[src/rtl/fetch_ibuf_stage.sv]
// In-order instruction fetch queue between the PC generator / AR issue logic and decode.
// Tracks outstanding AXI reads by ID and hands instructions to decode in program order.
module fetch_ibuf_stage #(
    parameter int DEPTH    = 4,
    parameter int ID_W     = 4,
    parameter int FETCH_ID = 0
) (
    input  logic            clk,
    input  logic            rst,
    input  logic            flush,
    output logic            issue_allowin,
    input  logic            issue_fire,
    input  logic [31:0]     issue_pc,
    input  logic            issue_adel,
    input  logic            issue_dsi,
    input  logic            fetch_axi_rvalid,
    input  logic [31:0]     fetch_axi_rdata,
    input  logic [ID_W-1:0] fetch_axi_rid,
    output logic            fetch_axi_rready,
    input  logic            decode_allowin,
    output logic            fe_to_de_valid,
    output logic [31:0]     PC_IF_ID,
    output logic [31:0]     PC_add_4_IF_ID,
    output logic [31:0]     IR_IF_ID,
    output logic            PC_AdEL_IF_ID,
    output logic            DSI_IF_ID
);
    localparam int AW = $clog2(DEPTH);
    localparam int CW = AW + 1;

    logic [31:0]      pc_q [DEPTH];
    logic [31:0]      ir_q [DEPTH];
    logic [DEPTH-1:0] adel_q, dsi_q, filled_q;
    logic [AW-1:0]    alloc_ptr_q, fill_ptr_q, head_ptr_q;
    logic [CW-1:0]    occ_q, pend_q, drop_q;
    logic [CW-1:0]    occ_d, pend_d, drop_d;

    logic alloc, alloc_bus, beat_acc, fill, deq;

    assign issue_allowin    = occ_q < CW'(DEPTH);
    assign fetch_axi_rready = (pend_q != '0) || (drop_q != '0);
    assign beat_acc         = fetch_axi_rvalid && fetch_axi_rready &&
                              (fetch_axi_rid == ID_W'(FETCH_ID));
    assign fill             = beat_acc && (drop_q == '0);
    assign alloc            = issue_fire && issue_allowin;
    assign alloc_bus        = alloc && !issue_adel;
    assign fe_to_de_valid   = filled_q[head_ptr_q] && (occ_q != '0) && !flush;
    assign deq              = fe_to_de_valid && decode_allowin;

    assign PC_IF_ID       = pc_q[head_ptr_q];
    assign PC_add_4_IF_ID = pc_q[head_ptr_q] + 32'd4;
    assign IR_IF_ID       = ir_q[head_ptr_q];
    assign PC_AdEL_IF_ID  = adel_q[head_ptr_q];
    assign DSI_IF_ID      = dsi_q[head_ptr_q];

    always_comb begin
        occ_d  = occ_q + CW'(alloc) - CW'(deq);
        pend_d = pend_q + CW'(alloc_bus) - CW'(fill);
        drop_d = drop_q - CW'(beat_acc && (drop_q != '0));
        if (flush) begin
            occ_d  = '0;
            pend_d = '0;
            // every request still owed by the bus must be absorbed later
            drop_d = drop_q + pend_q + CW'(alloc_bus) - CW'(beat_acc);
        end
    end

    always_ff @(posedge clk) begin
        if (rst) begin
            for (int i = 0; i < DEPTH; i++) begin
                pc_q[i] <= '0;
                ir_q[i] <= '0;
            end
            adel_q      <= '0;
            dsi_q       <= '0;
            filled_q    <= '0;
            alloc_ptr_q <= '0;
            fill_ptr_q  <= '0;
            head_ptr_q  <= '0;
            occ_q       <= '0;
            pend_q      <= '0;
            drop_q      <= '0;
        end else begin
            occ_q  <= occ_d;
            pend_q <= pend_d;
            drop_q <= drop_d;
            if (flush) begin
                filled_q    <= '0;
                alloc_ptr_q <= '0;
                fill_ptr_q  <= '0;
                head_ptr_q  <= '0;
            end else begin
                if (alloc) begin
                    pc_q[alloc_ptr_q]     <= issue_pc;
                    ir_q[alloc_ptr_q]     <= '0;
                    adel_q[alloc_ptr_q]   <= issue_adel;
                    dsi_q[alloc_ptr_q]    <= issue_dsi;
                    filled_q[alloc_ptr_q] <= issue_adel;
                    alloc_ptr_q           <= alloc_ptr_q + 1'b1;
                end
                if (fill) begin
                    ir_q[fill_ptr_q]     <= fetch_axi_rdata;
                    filled_q[fill_ptr_q] <= 1'b1;
                end
                // ADEL issues only happen with nothing pending, so fill_ptr sits on that slot
                if (fill || (alloc && issue_adel)) begin
                    fill_ptr_q <= fill_ptr_q + 1'b1;
                end
                if (deq) begin
                    filled_q[head_ptr_q] <= 1'b0;
                    head_ptr_q           <= head_ptr_q + 1'b1;
                end
            end
        end
    end
endmodule

[config.mk]
export PLATFORM = sky130hd
export DESIGN_NAME = fetch_ibuf_stage
export DESIGN_NICKNAME = d
export VERILOG_FILES = /design/src/rtl/fetch_ibuf_stage.sv
export SDC_FILE = /design/constraint.sdc
export NUM_CORES = 1
export LEC_CHECK = 0
export BUFFER_PORTS_ARGS = -buffer_cell sky130_fd_sc_hd__buf_2
export CORE_UTILIZATION = 35
export CTS_BUF_LIST = sky130_fd_sc_hd__clkbuf_4 sky130_fd_sc_hd__clkbuf_8
export CTS_CLUSTER_SIZE = 14
export DETAILED_ROUTE_END_ITERATION = 8
export GPL_ROUTABILITY_DRIVEN = 0
export HOLD_SLACK_MARGIN = 0.05
export SKIP_CTS_REPAIR_TIMING = 1
export SYNTH_ARGS = -nofsm -noshare
export SYNTH_HDL_FRONTEND = slang
export SYNTH_SLANG_ARGS = --single-unit
[constraint.sdc]
create_clock -name clk -period 4.3 [get_ports clk]
set_input_delay 0.43 -clock clk [delete_from_list [all_inputs] [get_ports clk]]
set_output_delay 0.43 -clock clk [all_outputs]
set_load 0.005 [all_outputs]
Yosys cells after proc, flatten, opt, wreduce, memory -nomap -nowiden
Memories as Yosys holds them, arrays and structs flattened. A register that Yosys moved wholly into a read port is not among the register bits.
Index checks and enable logic that the tools add are counted.
- register bits after elaboration: 27
- RAM bits: 256
- input bits: 76
- word-level logic and storage cells: 107
- memories kept: 2
- add/sub/neg operators: 12
- order comparisons: 7
- muxes and demuxes: 46
- bitwise logic cells: 4
- reduce and logical (&&, ||, !) cells: 27
- memory list (memory ; words ; width ; rd ports ; clocked after memory_dff ; wr ports ; line ; RTL):
    ir_q ; 4 ; 32 ; 1 ; 1 ; 4 ; 32 ; logic [31:0] ir_q [DEPTH];
    pc_q ; 4 ; 32 ; 1 ; 1 ; 4 ; 31 ; logic [31:0] pc_q [DEPTH];
- operators with widths (kind ; count):
    2-to-1 mux 32 bit ; 3
    OR reduction 32 bit ; 3
    adder 32 x 3 -> 32 bit (second input constant) ; 1
    2-to-1 mux 4 bit ; 7
    2-to-1 mux 1 bit ; 19
    2-to-1 mux 2 bit ; 7
    logical AND 1 bit ; 13
    bitwise mux 4 bit ; 3
    subtractor 3 x 1 -> 3 bit ; 4
    adder 3 x 1 -> 3 bit ; 3
    less-than comparator 2 x 3 -> 1 bit (second input constant) ; 3
    nonzero test 3 bit ; 3
    adder 2 x 1 -> 2 bit (second input constant) ; 3
    binary-select mux 1 bit (select 2 bit) ; 3
    demux 1 bit (select 2 bit) ; 3
    greater-or-equal comparator 2 x 1 -> 1 bit (second input constant) ; 3
    bitwise AND 4 bit ; 1
    zero test 4 bit ; 1
    NOT 4 bit ; 1
    OR 4 bit ; 1
    adder 3 bit ; 1
    zero test 3 bit ; 1
    less-than comparator 3 bit (second input constant) ; 1
    2-to-1 mux 3 bit ; 1
    5 further kinds ; 7

Logic depth before layout (Yosys ltp)
- word-level depth: 14
- gate-level depth with buffers: 12
- gate-level depth less buffers: 12

Worst setup path after synthesis
No wires, ideal clock.
- path type: reg-to-reg
- start: reg head_ptr_q[0]
- end: reg occ_q[2]
- data arrival time: 2.694 ns
- slack: 1.479 ns
- cell stages (with the launch flop): 13
- buffers on the path: 2
- cell sequence: dfxtp_1 -> buf_2 -> mux4_2 -> nor3b_1 -> and2_1 -> clkbuf_1 -> ha_1 -> inv_1 -> ha_1 -> fa_1 -> xnor2_1 -> xnor2_1 -> nor2_1
- cells in the longest elaborated chain, start to end: 6
- RTL lines (what ; line ; RTL):
    start: declaration ; 34 ; logic [AW-1:0] alloc_ptr_q, fill_ptr_q, head_ptr_q;
    start signal: assignment ; 111 ; head_ptr_q <= head_ptr_q + 1'b1;
    binary-select mux 1 bit (select 2 bit) ; 47 ; assign fe_to_de_valid = filled_q[head_ptr_q] && (occ_q != '0) && !flush;
    2-to-1 mux 1 bit (not written as such) ; 47 ;
    logical AND 1 bit (2 in a row) ; 47 ;
    net fe_to_de_valid ; 21 ; output logic fe_to_de_valid,
    logical AND 1 bit ; 48 ; assign deq = fe_to_de_valid && decode_allowin;
    subtractor 3 x 1 -> 3 bit ; 57 ; occ_d = occ_q + CW'(alloc) - CW'(deq);
    end signal: assignment ; 80 ; occ_q <= '0;
    end signal: assignment ; 84 ; occ_q <= occ_d;
    end: declaration ; 35 ; logic [CW-1:0] occ_q, pend_q, drop_q;
The timed path passes the listed nets, and every way through them passes these cells. The select of a mux whose other input is x is not followed.
A chain may end at the register's enable or synchronous reset.

==> summary.md <==
| Metric | Value |
|---|---|
| CTS tree | built |
| Area leader, netlist | edfxtp_1 |
| Most frequent cells in the layout | edfxtp_1, and2_1, buf_2 |
| Fin. Hold Viols | 0 |
| Pre-CTS setup slack | 1.23 ns |
| CP Launch Type | register |
| Cell chain of the critical path | mux4_1 > nand3_2 > nor3_1 > nand3_1 > xnor2_1 > buf_2 |
| Synth Net Count | 1014 |
| DRT Pass-1 Iters | 4 |
| I/O pins | 177 |
| Syn Inst Count | 913 |
| Drt initial violations | 487 |
| # rows | 71 |
| #FFs+latches synth | 285 |
| Peak supply drop | 317 µV |
| DRC | 0 |
| WS Path Type | reg2out |
| Setup TNS Final | 0 ns |
| Worst Tran Pin Value | 0.959 ns |
| Vias/cell | 4.79 |
| PnR worst setup slack | 0.727 ns |
| Post-DRT Antenna Nets | 0 |
| Clk pin slew, worst setup/hold paths | 0.06 ns |
| Leading post-synthesis cells by cell area | edfxtp_1, mux4_2, and2_1, dfxtp_1, ha_1 |
| Wire length per cell | 19.0 µm |
| Leakage | 6.12 nW |
| Critical path peak fanout | 32 |
| Clock sinks | 285 |
| Fin cells | 1654 |
| Fmax | 0.280 GHz |
| P&R area growth vs syn | 17.6% |
| Slowest stage cell on the critical path | dfxtp_4 |
| Worst EP required | 3.87 ns |
| Core area | 37600 µm² |
| H-tree depth | 2 |
| Mean post-synth cell area | 14.6 µm² |
| Most common cell after layout, fill and taps aside | edfxtp_1 |
| Post-Layout Inst Area | 15700 µm² |
| Final net count | 1206 |
| Total number of vias | 7928 |
| GRT Overall Usage | 16.4% |
| Clock latency on the worst-skew pair | 0.59 ns |
| Final setup fails | 0 |
| Sequential share of the synthesized area | 62.0% |
| Period utilization | 83.1% |
| Synth top area share | 57.7% |
| CTS max path bufs | 3 |
| Starting density of the core | 35.5% |
| Chip Height | 197 µm |
| Max-slew headroom | 36.1% |
| Max Cap Violations | 0 |
| Gr ovfl total | 0 |
| Synthesis Warnings | 0 |
| Status | completed |
| Detailed Place HPWL | 18.5 mm |
| Global-route wire length before repair | 47.7 mm |
| Worst hold path type | in2reg |
| Crit-path max cell delay | 0.77 ns |
| RSZ-0062 raised after global routing | no |
| Pwr dens | 371 nW/µm² |
| Initial antenna violation count | 2 |
| Die width | 197 µm |
| Number of synthesized flops with an enable pin | 256 |
| Netlist cell types | 41 |
| Area of the mapped netlist | 13300 µm² |
| Num CTS Buffers | 49 |
| Max-slew violation count | 0 |
| Placement Cell Area | 14800 µm² |
| Synth Flop Type | edfxtp_1 |
| Final min period | 3.57 ns |
| Layout cells sized above 1 | 32.0% |
| Arrival time at the worst endpoint | 3.14 ns |
| Largest net degree at the start of global routing | 42 |
| Vias in the first global route | 8195 |
| Die Area | 38900 µm² |
| Worst Setup End Kind | output port |
| Async SR Flop Fraction | 0% |
| PortBufs | 176 |
| Clock skew | 0.0225 ns |
| Root Driver | clkbuf_8 |
| DP Cell Count | 1565 |
| WL final | 31.4 mm |
-- area by class of cell --
| type | instances | area [µm²] |
|---|---|---|
| Sequential cell | 285 | 8270 |
| Antenna cell | 1 | 2.50 |
| Multi-Input combinational cell | 542 | 4730 |
| Clock inverter | 25 | 113 |
| Fill cell | 3586 | 21900 |
| Clock buffer | 63 | 779 |
| Timing Repair Buffer | 195 | 1020 |
| Tap cell | 511 | 639 |
| Inverter | 32 | 120 |
-- logic make-up after synthesis --
logic type               count (synthesis)  synth area share [%]
multiplexers                            73                  11.9
AND/OR/NAND/NOR                        384                  17.4
buffers and inverters                   86                  2.82
flip-flops                             285                  62.0
adder cells (fa/ha/maj)                 25                  2.57
XOR/XNOR                                37                  2.43
AO/OA/AOI/OAI                           23                 0.892
-- state kept, by name (all words and copies together) (netlist names), named ones only --
register     flops
filled_q         4
alloc_ptr_q      2
head_ptr_q       2
pend_q           3
ir_q           128
pc_q           128
adel_q           4
drop_q           3
fill_ptr_q       2
dsi_q            4
occ_q            3
-- metal layers --
metal	vias up	track usage (%)	wire length, µm
li1	3708	-	-
met1	3974	20.9	13500
met2	191	27.7	15700
met3	53	3.93	1500
met4	2	5.23	678
met5	-	0	12
-- final timing paths --
path | from | end | slack, ns | depth (start not counted)
worst max-delay path | register | PC_add_4_IF_ID[29] | 0.73 | 6
worst min-delay path | issue_dsi | dsi_q[1] | 0.13 | 3
worst min register to register | adel_q[2] | adel_q[2] | 0.46 | 2
worst max register to register | head_ptr_q[0] | occ_q[2] | 1.31 | 10
-- stage by stage --
stage	total power [mW]	util, %	hold WS [ns]
after floorplan	3.40	-	0.433
after global placement	3.59	39.3	0.445
after detailed placement	3.59	39.3	0.449
after CTS	5.90	41.7	0.0709
after global routing	6.06	41.7	0.103
final	5.81	41.7	0.127
-- critical path: cells and delay by family (launching register included) --
family / cells / cell delay (ns)
XOR/XNOR: 1 / 0.17
flip-flops: 1 / 0.77
AND/OR/NAND/NOR: 3 / 1.01
multiplexers: 1 / 0.46
buffers and inverters: 1 / 0.13
-- cells in the mapped netlist (2+ instances only) --
cell type	count
xnor2_1	28
mux2_2	4
nand4_1	2
nor2_1	23
edfxtp_1	256
clkbuf_1	41
or3_1	3
mux2i_1	2
nor3_1	12
a21oi_1	22
ha_1	21
and2_1	230
inv_1	31
nand4b_1	3
nor4_1	3
nor3_2	2
or2_2	6
and3_1	34
dfxtp_1	29
buf_2	6
nand4_4	2
fa_1	4
xor2_1	9
mux4_1	3
buf_4	4
nor4_4	2
nand3_2	2
nand2_1	35
buf_6	2
nand3_1	18
mux4_2	64
-- power by group --
part | leakage [nW] | total [mW] | internal, mW | switching, mW
Sequential | 2.89 | 3.15 | 3.12 | 0.0297
Clock | 0.474 | 2.29 | 1.18 | 1.10
Combinational | 2.76 | 0.372 | 0.150 | 0.222
Total | 6.12 | 5.81 | 4.46 | 1.35
Note: power is estimated with default switching activity, not from simulation.
